File: src/rtl/lyr2_pkg.sv
// Shared definitions for the lyr2 backward-pass block: Q8.8 constants,
// FSM state encoding, operand slot indices and a saturating add/sub helper.
package lyr2_pkg;

    localparam int WIDTH = 16;
    localparam int FRAC  = 8;

    localparam logic [WIDTH-1:0] ONE  = 16'h0100;
    localparam logic [WIDTH-1:0] QMAX = 16'h7FFF;
    localparam logic [WIDTH-1:0] QMIN = 16'h8000;

    // Slot index of each captured operand in the operand register bank
    localparam int NOPS   = 8;
    localparam int OP_D1  = 0;
    localparam int OP_D2  = 1;
    localparam int OP_W1  = 2;
    localparam int OP_W2  = 3;
    localparam int OP_B   = 4;
    localparam int OP_A   = 5;
    localparam int OP_ERR = 6;
    localparam int OP_LR  = 7;

    typedef enum logic [3:0] {
        IDLE,
        M0,
        M1,
        M2,
        M3,
        M4,
        M5,
        M6,
        DONE
    } state_t;

    // Signed add (sub=0) or subtract (sub=1) with one guard bit, clamped to the Q8.8 range
    function automatic logic [WIDTH-1:0] sat_addsub(input logic [WIDTH-1:0] x,
                                                    input logic [WIDTH-1:0] y,
                                                    input logic             sub);
        logic signed [WIDTH:0] sum;
        if (sub) begin
            sum = $signed({x[WIDTH-1], x}) - $signed({y[WIDTH-1], y});
        end else begin
            sum = $signed({x[WIDTH-1], x}) + $signed({y[WIDTH-1], y});
        end
        if (sum[WIDTH] != sum[WIDTH-1]) begin
            return sum[WIDTH] ? QMIN : QMAX;
        end
        return sum[WIDTH-1:0];
    endfunction

endpackage

File: src/rtl/qmul_sat.sv
// Combinational signed Q8.8 multiplier: full-width product, arithmetic shift
// by FRAC (rounds toward minus infinity), then clamp to the representable range.
module qmul_sat #(
    parameter int WIDTH = 16,
    parameter int FRAC  = 8
) (
    input  logic [WIDTH-1:0] x,
    input  logic [WIDTH-1:0] y,
    output logic [WIDTH-1:0] p
);
    import lyr2_pkg::*;

    localparam logic signed [2*WIDTH-1:0] PMAX = {{(WIDTH+1){1'b0}}, {(WIDTH-1){1'b1}}};
    localparam logic signed [2*WIDTH-1:0] PMIN = {{(WIDTH+1){1'b1}}, {(WIDTH-1){1'b0}}};

    logic signed [2*WIDTH-1:0] x_ext;
    logic signed [2*WIDTH-1:0] y_ext;
    logic signed [2*WIDTH-1:0] prod;
    logic signed [2*WIDTH-1:0] shifted;

    assign x_ext   = {{WIDTH{x[WIDTH-1]}}, x};
    assign y_ext   = {{WIDTH{y[WIDTH-1]}}, y};
    assign prod    = x_ext * y_ext;
    assign shifted = prod >>> FRAC;

    // Clamp the rescaled product into the signed output word
    always_comb begin
        p = shifted[WIDTH-1:0];
        if (shifted > PMAX) begin
            p = QMAX;
        end else if (shifted < PMIN) begin
            p = QMIN;
        end
    end

endmodule

File: src/rtl/lyr2_bwd.sv
// Backward pass of one two-input sigmoid neuron. Seven products are computed
// one per cycle on a single shared multiplier, sequenced by an FSM that sits
// between an input and an output valid/ready handshake.
module lyr2_bwd #(
    parameter int WIDTH = 16,
    parameter int FRAC  = 8
) (
    input  logic             clk,
    input  logic             rst_n,
    input  logic             in_valid,
    output logic             in_ready,
    input  logic [WIDTH-1:0] d1,
    input  logic [WIDTH-1:0] d2,
    input  logic [WIDTH-1:0] w1,
    input  logic [WIDTH-1:0] w2,
    input  logic [WIDTH-1:0] b,
    input  logic [WIDTH-1:0] a,
    input  logic [WIDTH-1:0] err,
    input  logic [WIDTH-1:0] lr,
    output logic             out_valid,
    input  logic             out_ready,
    output logic [WIDTH-1:0] w1_new,
    output logic [WIDTH-1:0] w2_new,
    output logic [WIDTH-1:0] b_new,
    output logic [WIDTH-1:0] g1,
    output logic [WIDTH-1:0] g2
);
    import lyr2_pkg::*;

    state_t state_reg;
    state_t state_next;
    logic   accept;

    logic [WIDTH-1:0] op_in  [NOPS];
    logic [WIDTH-1:0] op_reg [NOPS];

    logic [WIDTH-1:0] s_reg;
    logic [WIDTH-1:0] delta_reg;
    logic [WIDTH-1:0] ld_reg;
    logic [WIDTH-1:0] w1n_reg;
    logic [WIDTH-1:0] w2n_reg;
    logic [WIDTH-1:0] bn_reg;
    logic [WIDTH-1:0] g1_reg;
    logic [WIDTH-1:0] g2_reg;

    logic [WIDTH-1:0] one_minus_a;
    logic [WIDTH-1:0] mul_x;
    logic [WIDTH-1:0] mul_y;
    logic [WIDTH-1:0] mul_p;

    assign op_in[OP_D1]  = d1;
    assign op_in[OP_D2]  = d2;
    assign op_in[OP_W1]  = w1;
    assign op_in[OP_W2]  = w2;
    assign op_in[OP_B]   = b;
    assign op_in[OP_A]   = a;
    assign op_in[OP_ERR] = err;
    assign op_in[OP_LR]  = lr;

    // One capture register per operand, loaded only on the input handshake
    generate
        for (genvar gi = 0; gi < NOPS; gi++) begin : g_cap
            always_ff @(posedge clk or negedge rst_n) begin
                if (!rst_n) begin
                    op_reg[gi] <= '0;
                end else if (accept) begin
                    op_reg[gi] <= op_in[gi];
                end
            end
        end
    endgenerate

    // State register
    always_ff @(posedge clk or negedge rst_n) begin
        if (!rst_n) begin
            state_reg <= IDLE;
        end else begin
            state_reg <= state_next;
        end
    end

    // Next-state and handshake outputs; both handshakes depend only on the state register
    always_comb begin
        state_next = state_reg;
        in_ready   = 1'b0;
        out_valid  = 1'b0;
        accept     = 1'b0;
        case (state_reg)
            IDLE: begin
                in_ready = 1'b1;
                if (in_valid) begin
                    accept     = 1'b1;
                    state_next = M0;
                end
            end
            M0:   state_next = M1;
            M1:   state_next = M2;
            M2:   state_next = M3;
            M3:   state_next = M4;
            M4:   state_next = M5;
            M5:   state_next = M6;
            M6:   state_next = DONE;
            DONE: begin
                out_valid = 1'b1;
                if (out_ready) begin
                    state_next = IDLE;
                end
            end
            default: state_next = IDLE;
        endcase
    end

    assign one_minus_a = sat_addsub(ONE, op_reg[OP_A], 1'b1);

    // Steer the shared multiplier's operands according to the current step
    always_comb begin
        mul_x = '0;
        mul_y = '0;
        case (state_reg)
            M0: begin mul_x = op_reg[OP_A];   mul_y = one_minus_a;    end
            M1: begin mul_x = op_reg[OP_ERR]; mul_y = s_reg;          end
            M2: begin mul_x = op_reg[OP_LR];  mul_y = delta_reg;      end
            M3: begin mul_x = ld_reg;         mul_y = op_reg[OP_D1];  end
            M4: begin mul_x = ld_reg;         mul_y = op_reg[OP_D2];  end
            M5: begin mul_x = delta_reg;      mul_y = op_reg[OP_W1];  end
            M6: begin mul_x = delta_reg;      mul_y = op_reg[OP_W2];  end
            default: begin mul_x = '0;        mul_y = '0;             end
        endcase
    end

    qmul_sat #(
        .WIDTH (WIDTH),
        .FRAC  (FRAC)
    ) u_mul (
        .x (mul_x),
        .y (mul_y),
        .p (mul_p)
    );

    // Register each step's result; result registers hold their value otherwise
    always_ff @(posedge clk or negedge rst_n) begin
        if (!rst_n) begin
            s_reg     <= '0;
            delta_reg <= '0;
            ld_reg    <= '0;
            w1n_reg   <= '0;
            w2n_reg   <= '0;
            bn_reg    <= '0;
            g1_reg    <= '0;
            g2_reg    <= '0;
        end else begin
            case (state_reg)
                M0: s_reg     <= mul_p;
                M1: delta_reg <= mul_p;
                M2: ld_reg    <= mul_p;
                M3: w1n_reg   <= sat_addsub(op_reg[OP_W1], mul_p, 1'b1);
                M4: begin
                    w2n_reg <= sat_addsub(op_reg[OP_W2], mul_p, 1'b1);
                    bn_reg  <= sat_addsub(op_reg[OP_B], ld_reg, 1'b1);
                end
                M5: g1_reg    <= mul_p;
                M6: g2_reg    <= mul_p;
                default: ;
            endcase
        end
    end

    assign w1_new = w1n_reg;
    assign w2_new = w2n_reg;
    assign b_new  = bn_reg;
    assign g1     = g1_reg;
    assign g2     = g2_reg;

endmodule

File: config.mk
export PLATFORM = sky130hd
export DESIGN_NAME = lyr2_bwd
export DESIGN_NICKNAME = d
export VERILOG_FILES = /design/src/rtl/lyr2_pkg.sv /design/src/rtl/qmul_sat.sv /design/src/rtl/lyr2_bwd.sv
export SDC_FILE = /design/constraint.sdc
export NUM_CORES = 1
export LEC_CHECK = 0
export ABC_AREA = 0
export CORE_MARGIN = 2
export CORE_UTILIZATION = 60
export CTS_CLUSTER_SIZE = 8
export DETAILED_ROUTE_END_ITERATION = 7
export GPL_TIMING_DRIVEN = 0
export PLACE_DENSITY = 0.86
export REMOVE_ABC_BUFFERS = 1
export SYNTH_ARGS = -nofsm -noshare
export SYNTH_HDL_FRONTEND = slang
export SYNTH_SLANG_ARGS = --single-unit
File: constraint.sdc
create_clock -name clk -period 30.3 [get_ports clk]
set_clock_uncertainty 0.2 [all_clocks]
set_input_delay 6.06 -clock clk [delete_from_list [all_inputs] [get_ports clk]]
set_output_delay 6.06 -clock clk [all_outputs]
set_load 0.1 [all_outputs]
# [Word-level counts from Yosys, hierarchy flattened]
# Cells that the tools add are included.
[totals] output_inout_bits=82 ff_bits=260
[op_classes] eq_ne=14 muxes=33 n_addsub=4 mul=1 reduce_logical=4 order_cmp=2
[op_table] op="two-way mux 16 bit" count=14
[op_table] op="one-hot mux 16 bit (7 select lines)" count=1
[op_table] op="one-hot mux 16 bit (5 select lines)" count=1
[op_table] op="two-way mux 17 bit" count=3
[op_table] op="subtractor 16 x 16 -> 17 bit" count=3
[op_table] op="one-hot mux 4 bit (9 select lines)" count=1
[op_table] op="multiplier 16 x 16 -> 32 bit" count=1
[op_table] op="> comparator 24 x 16 -> 1 bit (second input constant)" count=1
[op_table] op="< comparator 24 x 16 -> 1 bit (second input constant)" count=1
[op_table] op="subtractor 10 x 16 -> 17 bit (first input constant)" count=1
[op_table] op="== test 4 x 3 -> 1 bit (second input constant)" count=4
[op_table] op="two-way mux 1 bit" count=11
[op_table] op="== test 4 x 2 -> 1 bit (second input constant)" count=2
[op_table] op="two-way mux 4 bit" count=2
[op_table] op="== test 4 x 1 -> 1 bit (second input constant)" count=1
[op_table] op="== test 4 bit (second input constant)" count=1
[op_table] op="logical NOT 4 bit" count=1
[op_table] op="!= test 1 bit" count=4
[op_table] op="!= test 2 bit (second input constant)" count=2
[op_table] op="OR reduction 2 bit" count=2
[op_table] op="AND reduction 2 bit" count=1

# [Longest topological paths before layout]
# Gate-level depths: netlist of run 1.
[depth] word_depth=15 mapped_depth=60

# [Cells and area by module]
# Synthesis of run 1 repeated with hierarchy kept, for this count alone.
[hier_totals] hier_cells=2353 area_unflattened_um2=23548.8
[modules_own_cells] module="lyr2_bwd" area_per_inst_um2=13496.7 n_inst=1 cells_per_inst=1234 seq_area_each_um2=6506.2
[modules_own_cells] module="qmul_sat" area_per_inst_um2=10052.1 n_inst=1 cells_per_inst=1119 seq_area_each_um2=0.0

# [Worst setup path after synthesis of run 1]
# Ideal clock, no wire load.
[synth_path] path_kind="register to register" startpoint="register op_reg[36] (netlist bit)" endpoint="register w2n_reg[10], in the netlist w2_new[10]" path_buffers=4 slack_ps=16978 arrival_ps=13039 path_stages_with_launch=50 synth_period_minus_slack_ps=13322 setup_ps=83 t_required_ps=30017 cell_sequence="dfrtp_1 > or4_1 > or3_4 > a2111o_1 > or3_1 > nor2_1 > nor2_1 > ha_1 > nand2_1 > and2_1 > clkbuf_1 > a211oi_1 > nor2_1 > fa_1 > inv_1 > fa_1 > fa_1 > inv_1 > [14 not listed] > o311ai_1 > o41a_4 > buf_12 > a21oi_4 > ha_1 > nor2b_1 > o21ai_0 > a21boi_0 > o41ai_1 > o21ai_0 > o41ai_1 > o21ai_0 > a31oi_1 > xnor2_1 > and2_0 > clkbuf_1 > o22ai_1 > o21ai_0"
[synth_via] elab_chain_len=15 elab_cells_between_ends=21
[synth_rtl] item="start, declared" line="lyr2_bwd.sv:35" rtl="logic [WIDTH-1:0] op_reg [NOPS];"
[synth_rtl] item="start signal, assigned by index" line="lyr2_bwd.sv:67" rtl="op_reg[gi] <= op_in[gi];"
[synth_rtl] item="subtractor 10 x 16 -> 17 bit" line="lyr2_pkg.sv:41" rtl="sum = $signed({x[WIDTH-1], x}) - $signed({y[WIDTH-1], y});"
[synth_rtl] item="two-way mux 16 bit / != test 1 bit (equally long branches)" line="lyr2_pkg.sv:46, lyr2_pkg.sv:45"
[synth_rtl] item="two-way mux 16 bit / two-way mux 1 bit (equally long branches)" line="lyr2_pkg.sv:45" rtl="if (sum[WIDTH] != sum[WIDTH-1]) begin"
[synth_rtl] item="two-way mux 16 bit" line="lyr2_pkg.sv:48" rtl="return sum[WIDTH-1:0];"
[synth_rtl] item="one-hot mux 16 bit (7 select lines)" line="lyr2_bwd.sv:119" rtl="case (state_reg)"
[synth_rtl] item="multiplier 16 x 16 -> 32 bit (*)" line="qmul_sat.sv:23" rtl="assign prod = x_ext * y_ext;"
[synth_rtl] item="< comparator 24 x 16 -> 1 bit" line="qmul_sat.sv:31" rtl="end else if (shifted < PMIN) begin"
[synth_rtl] item="two-way mux 16 bit" line="qmul_sat.sv:31"
[synth_rtl] item="two-way mux 16 bit (*)" line="qmul_sat.sv:29" rtl="if (shifted > PMAX) begin"
[synth_rtl] item="subtractor 16 x 16 -> 17 bit (*)" line="lyr2_pkg.sv:41"
[synth_rtl] item="two-way mux 17 bit (*)" line="lyr2_bwd.sv:152" rtl="case (state_reg)"
[synth_rtl] item="!= test 1 bit" line="lyr2_pkg.sv:45"
[synth_rtl] item="two-way mux 1 bit" line="lyr2_pkg.sv:45"
[synth_rtl] item="two-way mux 1 bit" line="lyr2_bwd.sv:152"
[synth_rtl] item="two-way mux 16 bit (*)" line="lyr2_pkg.sv:48"
[synth_rtl] item="end signal, assigned" line="lyr2_bwd.sv:158" rtl="w2n_reg <= sat_addsub(op_reg[OP_W2], mul_p, 1'b1);"
[synth_rtl] item="end, declared" line="lyr2_bwd.sv:41" rtl="logic [WIDTH-1:0] w2n_reg;"
# Mark *: on every way between the ends. The rest lies on a longest branch, timed or not. The select of a mux whose other input is x is not followed.
# A chain may end at the register's enable or synchronous reset.

# [Worst setup path after layout of run 1]
[layout_path] startpoint="register op_reg[36] (netlist bit)" endpoint="register w2n_reg[12], in the netlist w2_new[12]"
[layout_via] elab_chain_len=15 elab_cells_between_ends=21
[layout_rtl] item="subtractor 10 x 16 -> 17 bit" line="lyr2_pkg.sv:41"
[layout_rtl] item="two-way mux 16 bit / != test 1 bit (equally long branches)" line="lyr2_pkg.sv:46, lyr2_pkg.sv:45"
[layout_rtl] item="two-way mux 16 bit / two-way mux 1 bit (equally long branches)" line="lyr2_pkg.sv:45"
[layout_rtl] item="two-way mux 16 bit" line="lyr2_pkg.sv:48"
[layout_rtl] item="one-hot mux 16 bit (7 select lines)" line="lyr2_bwd.sv:119"
[layout_rtl] item="multiplier 16 x 16 -> 32 bit (*)" line="qmul_sat.sv:23"
[layout_rtl] item="< comparator 24 x 16 -> 1 bit" line="qmul_sat.sv:31"
[layout_rtl] item="two-way mux 16 bit" line="qmul_sat.sv:31"
[layout_rtl] item="two-way mux 16 bit (*)" line="qmul_sat.sv:29"
[layout_rtl] item="via mul_p[0]" line="lyr2_bwd.sv:49" rtl="logic [WIDTH-1:0] mul_p;"
[layout_rtl] item="subtractor 16 x 16 -> 17 bit (*)" line="lyr2_pkg.sv:41"
[layout_rtl] item="two-way mux 17 bit (*)" line="lyr2_bwd.sv:152"
[layout_rtl] item="!= test 1 bit" line="lyr2_pkg.sv:45"
[layout_rtl] item="two-way mux 1 bit" line="lyr2_pkg.sv:45"
[layout_rtl] item="two-way mux 1 bit" line="lyr2_bwd.sv:152"
[layout_rtl] item="two-way mux 16 bit (*)" line="lyr2_pkg.sv:48"
# The timed path passes the listed nets; every way through them passes the cells marked *. The select of a mux whose other input is x is not followed.

==> results.sh, run 1 <==
export IMPL_cap_violations=0
export IMPL_multi_input_area_mm2=0.01552
export IMPL_drc_errors=0
export IMPL_synth_largest_area_cell="dfrtp_1"
export IMPL_area_delta_synth_final_pct=15.77
export IMPL_fp_dieArea_mm2=0.04127
export IMPL_io_pins=214
export IMPL_wl_met3_um=7218
export IMPL_numCtsBuffers=38
export IMPL_synth_edff_count=0
export IMPL_clkSinkCount=260
export IMPL_cp_slowest_cell="nand4_1"
export IMPL_critPathArrivalTime_ps=16840
export IMPL_min_period_ps=16640
export IMPL_syn_inst=2486
export IMPL_async_reset_ff_share_pct=100.0
export IMPL_synth_top_area_share_pct=27.34
export IMPL_maxSlewViolCount=0
export IMPL_yosysMostFrequentCell="inv_1"
export IMPL_track_usage_pct=34.82
export IMPL_synthFlopType="dfrtp_1"
export IMPL_ys_seq_area_share_pct=27.34
export IMPL_setup_viol=0
export IMPL_synth_area_mm2=0.02380
export IMPL_fmax_mhz=60.08
export IMPL_top_layer="met5"
export IMPL_synthTopCellsByArea="dfrtp_1 (27%), fa_1 (22%), ha_1 (6.8%), mux2_2 (6.2%), inv_1 (5.7%)"
export IMPL_grt_max_degree=118
export IMPL_die_w_um=203.2
export IMPL_ys_types=86
export IMPL_start_util_pct=61.15
export IMPL_coreArea_mm2=0.03892
export IMPL_end_kind="flip-flop"
export IMPL_critPathRequiredTime_ps=30500
export IMPL_grt_pass1_vias=20780
export IMPL_clkLatencyLatePin_ps=560
export IMPL_grt_ovfl_total=0
export IMPL_ys_warn_count=0
export IMPL_wire_per_inst_um=22.00
export IMPL_path_class="reg -> reg"
export IMPL_cp_max_fo=17
export IMPL_first_pass_iters=6
export IMPL_cts_buffer_depth=3
export IMPL_clockRootBuffer="clkbuf_16"
export IMPL_nets=3168
export IMPL_drtAntennaViolNets=0
export IMPL_worstHoldPathType="reg -> reg"
export IMPL_wl_met2_um=32930
export IMPL_fill_cells=2725
export IMPL_drive_above_1_share_pct=11.38
export IMPL_grt_setup_unrepaired="no"
export IMPL_cts_resized_gates=0
export IMPL_timing_final_crit_share_pct=54.93
export IMPL_first_iter_violations=1690
export IMPL_antenna_found_initial=5
export IMPL_die_h_um=203.2
export IMPL_cts_tree="done"
export IMPL_wirelength_um=69680
export IMPL_critical_path_max_stage_delay_ps=1000
export IMPL_grt_pass1_wl_um=112100
export IMPL_cp_start_kind="flip-flop"
export IMPL_via_per_inst=6.121
export IMPL_tightest_slew_ps=1437
export IMPL_seq_area_mm2=0.006506
export IMPL_yosys_register_bits=260
export IMPL_h_tree_depth=2
export IMPL_postCtsHoldBufs=0
export IMPL_vias=19380
export IMPL_largest_reg_flops=128
export IMPL_status="complete, no violations"
export IMPL_cpMostUsedCell="fa_1"
export IMPL_wl_met1_um=25860
export IMPL_syn_area_per_cell_um2=9.573
export IMPL_yosys_top_cells_count="inv_1 (360), nor2_1 (293), fa_1 (265)"
export IMPL_io_buffers=213
export IMPL_dp_hpwl_um=53780
export IMPL_final_hold_violation_count=0
export IMPL_row_count=72
export IMPL_path_clk_slew_ps=50
export IMPL_cts_setup_buffers=0
export IMPL_hold_slack_ps=276.5
export IMPL_setup_tns_ps=0
export IMPL_slew_headroom_pct=4.115
export IMPL_globalplace_congestion=0.9781
## metrics by stage
stage	worst slack, ps	utilization (%)	instances	cell area [um^2]
after floorplan	14820	-	2367	23320
after global routing	12920	70.78	3164	27550
final	13660	70.80	3167	27550
after global placement	9483	67.06	3098	26100
after CTS	14000	70.77	3164	27540
after detailed placement	14210	68.13	3120	26510
## critical path: cells and delay by family (launching register included)
family          cells  cell delay, ps
simple gates       13            4410
fa+ha+maj          10            4600
compound gates     20            6400
buf+inv             5             380
flops               1             440
## layout make-up
| type | count | share of cell area [%] |
|---|---|---|
| flip-flops and latches | 260 | 23.61 |
| clock buffers | 41 | 3.528 |
| diodes | 3 | 0.02725 |
| multi-input cells | 1746 | 56.32 |
| clock inverters | 3 | 0.1998 |
| inverters | 361 | 4.918 |
| well taps | 518 | 2.352 |
| repair buffers | 235 | 9.037 |
## path summary, 6_finish.rpt
check                           start         end  slack [ps]  cells after the start
min in group asynchronous       rst_n       g1[1]        5220                      1
max in group asynchronous       rst_n    b_new[7]       23760                      2
max reg2reg                op_reg[36]  w2_new[12]       13660                     48
min reg2reg                    g2[14]      g2[14]         280                      2
max                        op_reg[36]  w2_new[12]       13660                     48
min                            g2[14]      g2[14]         280                      2
## kinds of logic (layout without fill, tap and decap cells)
group                    count (synthesis)  after routing  synth area share [%]
AND/OR/NAND/NOR                        714            714                 13.37
buffers and inverters                  480            640                 7.723
AO/OA/AOI/OAI                          423            423                 13.05
adder cells (fa/ha/maj)                394            394                 29.07
flip-flops                             260            260                 27.34
multiplexers                           139            139                 6.645
XOR/XNOR                                76             76                 2.797
other                                    0              3                     0
## cells in the final DEF (no fill, tap or decap), types with 18 or more instances in the layout
cell,netlist,final
a22oi_1,29,29
fa_1,265,265
inv_1,360,360
o21ai_0,70,70
nand2b_1,27,27
xor2_1,19,19
a21oi_2,45,45
mux2_2,130,130
a21oi_1,85,85
nand3_1,20,19
ha_1,129,129
nand2_1,237,235
clkbuf_16,0,38
dfrtp_1,260,260
clkdlybuf4s50_1,0,212
nand4_1,23,23
nor2_1,293,290
and3_1,18,18
xnor2_1,57,57
a21o_1,29,29
## routing by layer
layer / track usage, % / vias up
met2: 57.30 / 1078
met4: 16.29 / 6
li1: - / 8435
met1: 43.22 / 9608
met5: 0 / -
met3: 8.949 / 257
Power of run 1 is left out: the tool's default activity adds up to more than one toggle a clock period on the data nets, which glitch-free logic cannot reach.
==> inputs of run 2 (changes only) <==
--- a/config.mk
+++ b/config.mk
@@ -7,11 +7,11 @@
 export LEC_CHECK = 0
 export ABC_AREA = 0
 export CORE_MARGIN = 2
-export CORE_UTILIZATION = 60
+export CORE_UTILIZATION = 54
 export CTS_CLUSTER_SIZE = 8
 export DETAILED_ROUTE_END_ITERATION = 7
 export GPL_TIMING_DRIVEN = 0
-export PLACE_DENSITY = 0.86
+export PLACE_DENSITY = 0.82
 export REMOVE_ABC_BUFFERS = 1
 export SYNTH_ARGS = -nofsm -noshare
 export SYNTH_HDL_FRONTEND = slang
==> constraint.sdc (replaced) <==
create_clock -name clk -period 14.85 [get_ports clk]
set_clock_uncertainty 0.2 [all_clocks]
set_input_delay 2.97 -clock clk [delete_from_list [all_inputs] [get_ports clk]]
set_output_delay 2.97 -clock clk [all_outputs]
set_load 0.1 [all_outputs]
==> run 2 against run 1 <==
- setup slack worse by 13000 ps
- die area is 11% higher
- flip-flop and latch count did not move
- fmax is 16% higher
- critical endpoint is now w2_new[1]
- highest routed layer unchanged
==> results.sh, run 2 (synthesis gave the netlist of run 1 again) <==
export IMPL_fp_dieArea_mm2=0.04577
export IMPL_globalplace_congestion=0.9510
export IMPL_dp_slack_ps=-1445
export IMPL_fin_ws_ps=452.9
export IMPL_cts_tree="done"
export IMPL_coreArea_mm2=0.04327
export IMPL_rr_startpoint="op_reg[36]"
export IMPL_timing_rr_end="w2_new[1]"
export IMPL_clkLatencyLatePin_ps=580
export IMPL_die_h_um=213.9
export IMPL_slew_headroom_pct=10.15
export IMPL_row_count=76
export IMPL_cp_max_fo=17
export IMPL_io_pins=214
export IMPL_tightest_slew_ps=1343
export IMPL_r2r_slack_ps=450
export IMPL_start_util_pct=55.01
export IMPL_vias=19430
export IMPL_cp_start_kind="flip-flop"
export IMPL_cp_slowest_cell="fa_2"
export IMPL_crit_buf_inv=6
export IMPL_drc_errors=0
export IMPL_layout_cells_most_common="inv_1"
export IMPL_end_kind="flip-flop"
export IMPL_critical_path_max_stage_delay_ps=670
export IMPL_postLayoutCoreUtil_pct=64.61
export IMPL_fill_cells=3275
export IMPL_worst_hold_startpoint="g2[1]"
export IMPL_final_cell_mix="inv_1 (360), nor2_1 (290), fa_1 (264)"
export IMPL_status="complete, no violations"
export IMPL_maxSlewViolCount=0
export IMPL_path_clk_slew_ps=50
export IMPL_critPathRequiredTime_ps=15030
export IMPL_cts_buffer_depth=3
export IMPL_via_per_inst=5.949
export IMPL_clkSinkCount=260
export IMPL_fmax_mhz=69.46
export IMPL_first_iter_violations=1768
export IMPL_crit_family="compound AO/OA/AOI/OAI gates"
export IMPL_antenna_found_initial=6
export IMPL_hold_slack_ps=272.0
export IMPL_h_tree_depth=2
export IMPL_die_w_um=213.9
export IMPL_min_delay_worst_endpoint="g2[1]"
export IMPL_wirelength_um=71230
export IMPL_area_delta_synth_final_pct=17.46
export IMPL_drive_above_1_share_pct=13.20
export IMPL_path_class="reg -> reg"
export IMPL_largest_reg_flops=128
export IMPL_cp_depth=49
export IMPL_grt_max_degree=116
export IMPL_critPathArrivalTime_ps=14580
export IMPL_track_usage_pct=31.50
export IMPL_clockRootBuffer="clkbuf_16"
export IMPL_drtAntennaViolNets=0
export IMPL_first_pass_iters=8
export IMPL_setup_tns_ps=0
export IMPL_worstHoldPathType="reg -> reg"
export IMPL_hold_depth=2
export IMPL_grt_pass1_wl_um=112900
export IMPL_grt_ovfl_total=0
export IMPL_nets=3194
export IMPL_io_buffers=213
export IMPL_min_period_ps=14400
export IMPL_final_hold_violation_count=0
export IMPL_dp_hpwl_um=54360
export IMPL_cap_violations=0
export IMPL_wire_per_inst_um=21.82
export IMPL_rr_worst_depth=49
export IMPL_numCtsBuffers=39
export IMPL_setup_viol=0
export IMPL_grt_pass1_vias=20620
export IMPL_timing_final_crit_share_pct=96.95
## run 2: cell count changes in the layout (fill, tap and decap cells not counted), moves of 3 or more
cell and change:
buf_16 -3, o41ai_2 +4, and3_1 -6, and2_2 +3, o41ai_1 -4, and3_2 +6
o21ai_0 -3, buf_4 +26, o21ai_1 +3
## run 2: final cells by class
cell class	count	area [um^2]	area share, %
well taps	585	732.0	2.618
flip-flops and latches	260	6506	23.27
multi-input cells	1746	15660	56.01
repair buffers	260	2634	9.422
clock buffers	43	991.0	3.545
inverters	361	1355	4.847
clock inverters	5	67.56	0.2417
diodes	5	12.51	0.04476
## run 2: how the worst max path moves through the flow
| stage | end | from | slack, ps |
|---|---|---|---|
| finish | w2_new[1] | op_reg[36] | 450 |
| floorplan | w2_new[14] | state_reg[1] | -630 |
| CTS | w2_new[1] | op_reg[36] | 2 |
| global placement | w2_new[1] | state_reg[1] | -5630 |
| detailed placement | w2_new[1] | op_reg[36] | -1450 |
| global route | w2_new[1] | op_reg[35] | -7 |
## run 2: timing repair
item	4_1_cts	5_1_grt
pin swaps	2	5
hold buffers	0	0
endpoints found under the setup margin	32	32
gates resized for setup	15	20
buffers inserted	13	13
## run 2: metal layers
metal	GRT usage, %	vias up	routed length, um
met5	0	-	43
met4	16.83	6	3971
met3	7.853	247	6672
met2	50.16	974	33190
met1	39.75	9701	27360
li1	-	8497	-
## run 2: stage by stage
step	instances	instance area, um^2
global placement	3165	26180
finish	3265	27950
detailed placement	3185	26530
floorplan	2367	23320
CTS	3246	27750
global route	3263	27950
## run 2: worst register-to-register path: cells and delay by family (launching register included)
kind	cells	cell delay [ps]
buffers and inverters	6	630
adder cells (fa/ha/maj)	9	4290
AO/OA/AOI/OAI	20	4900
flip-flops	1	460
AND/OR/NAND/NOR	14	3730
Power of run 2 is left out for the same reason.
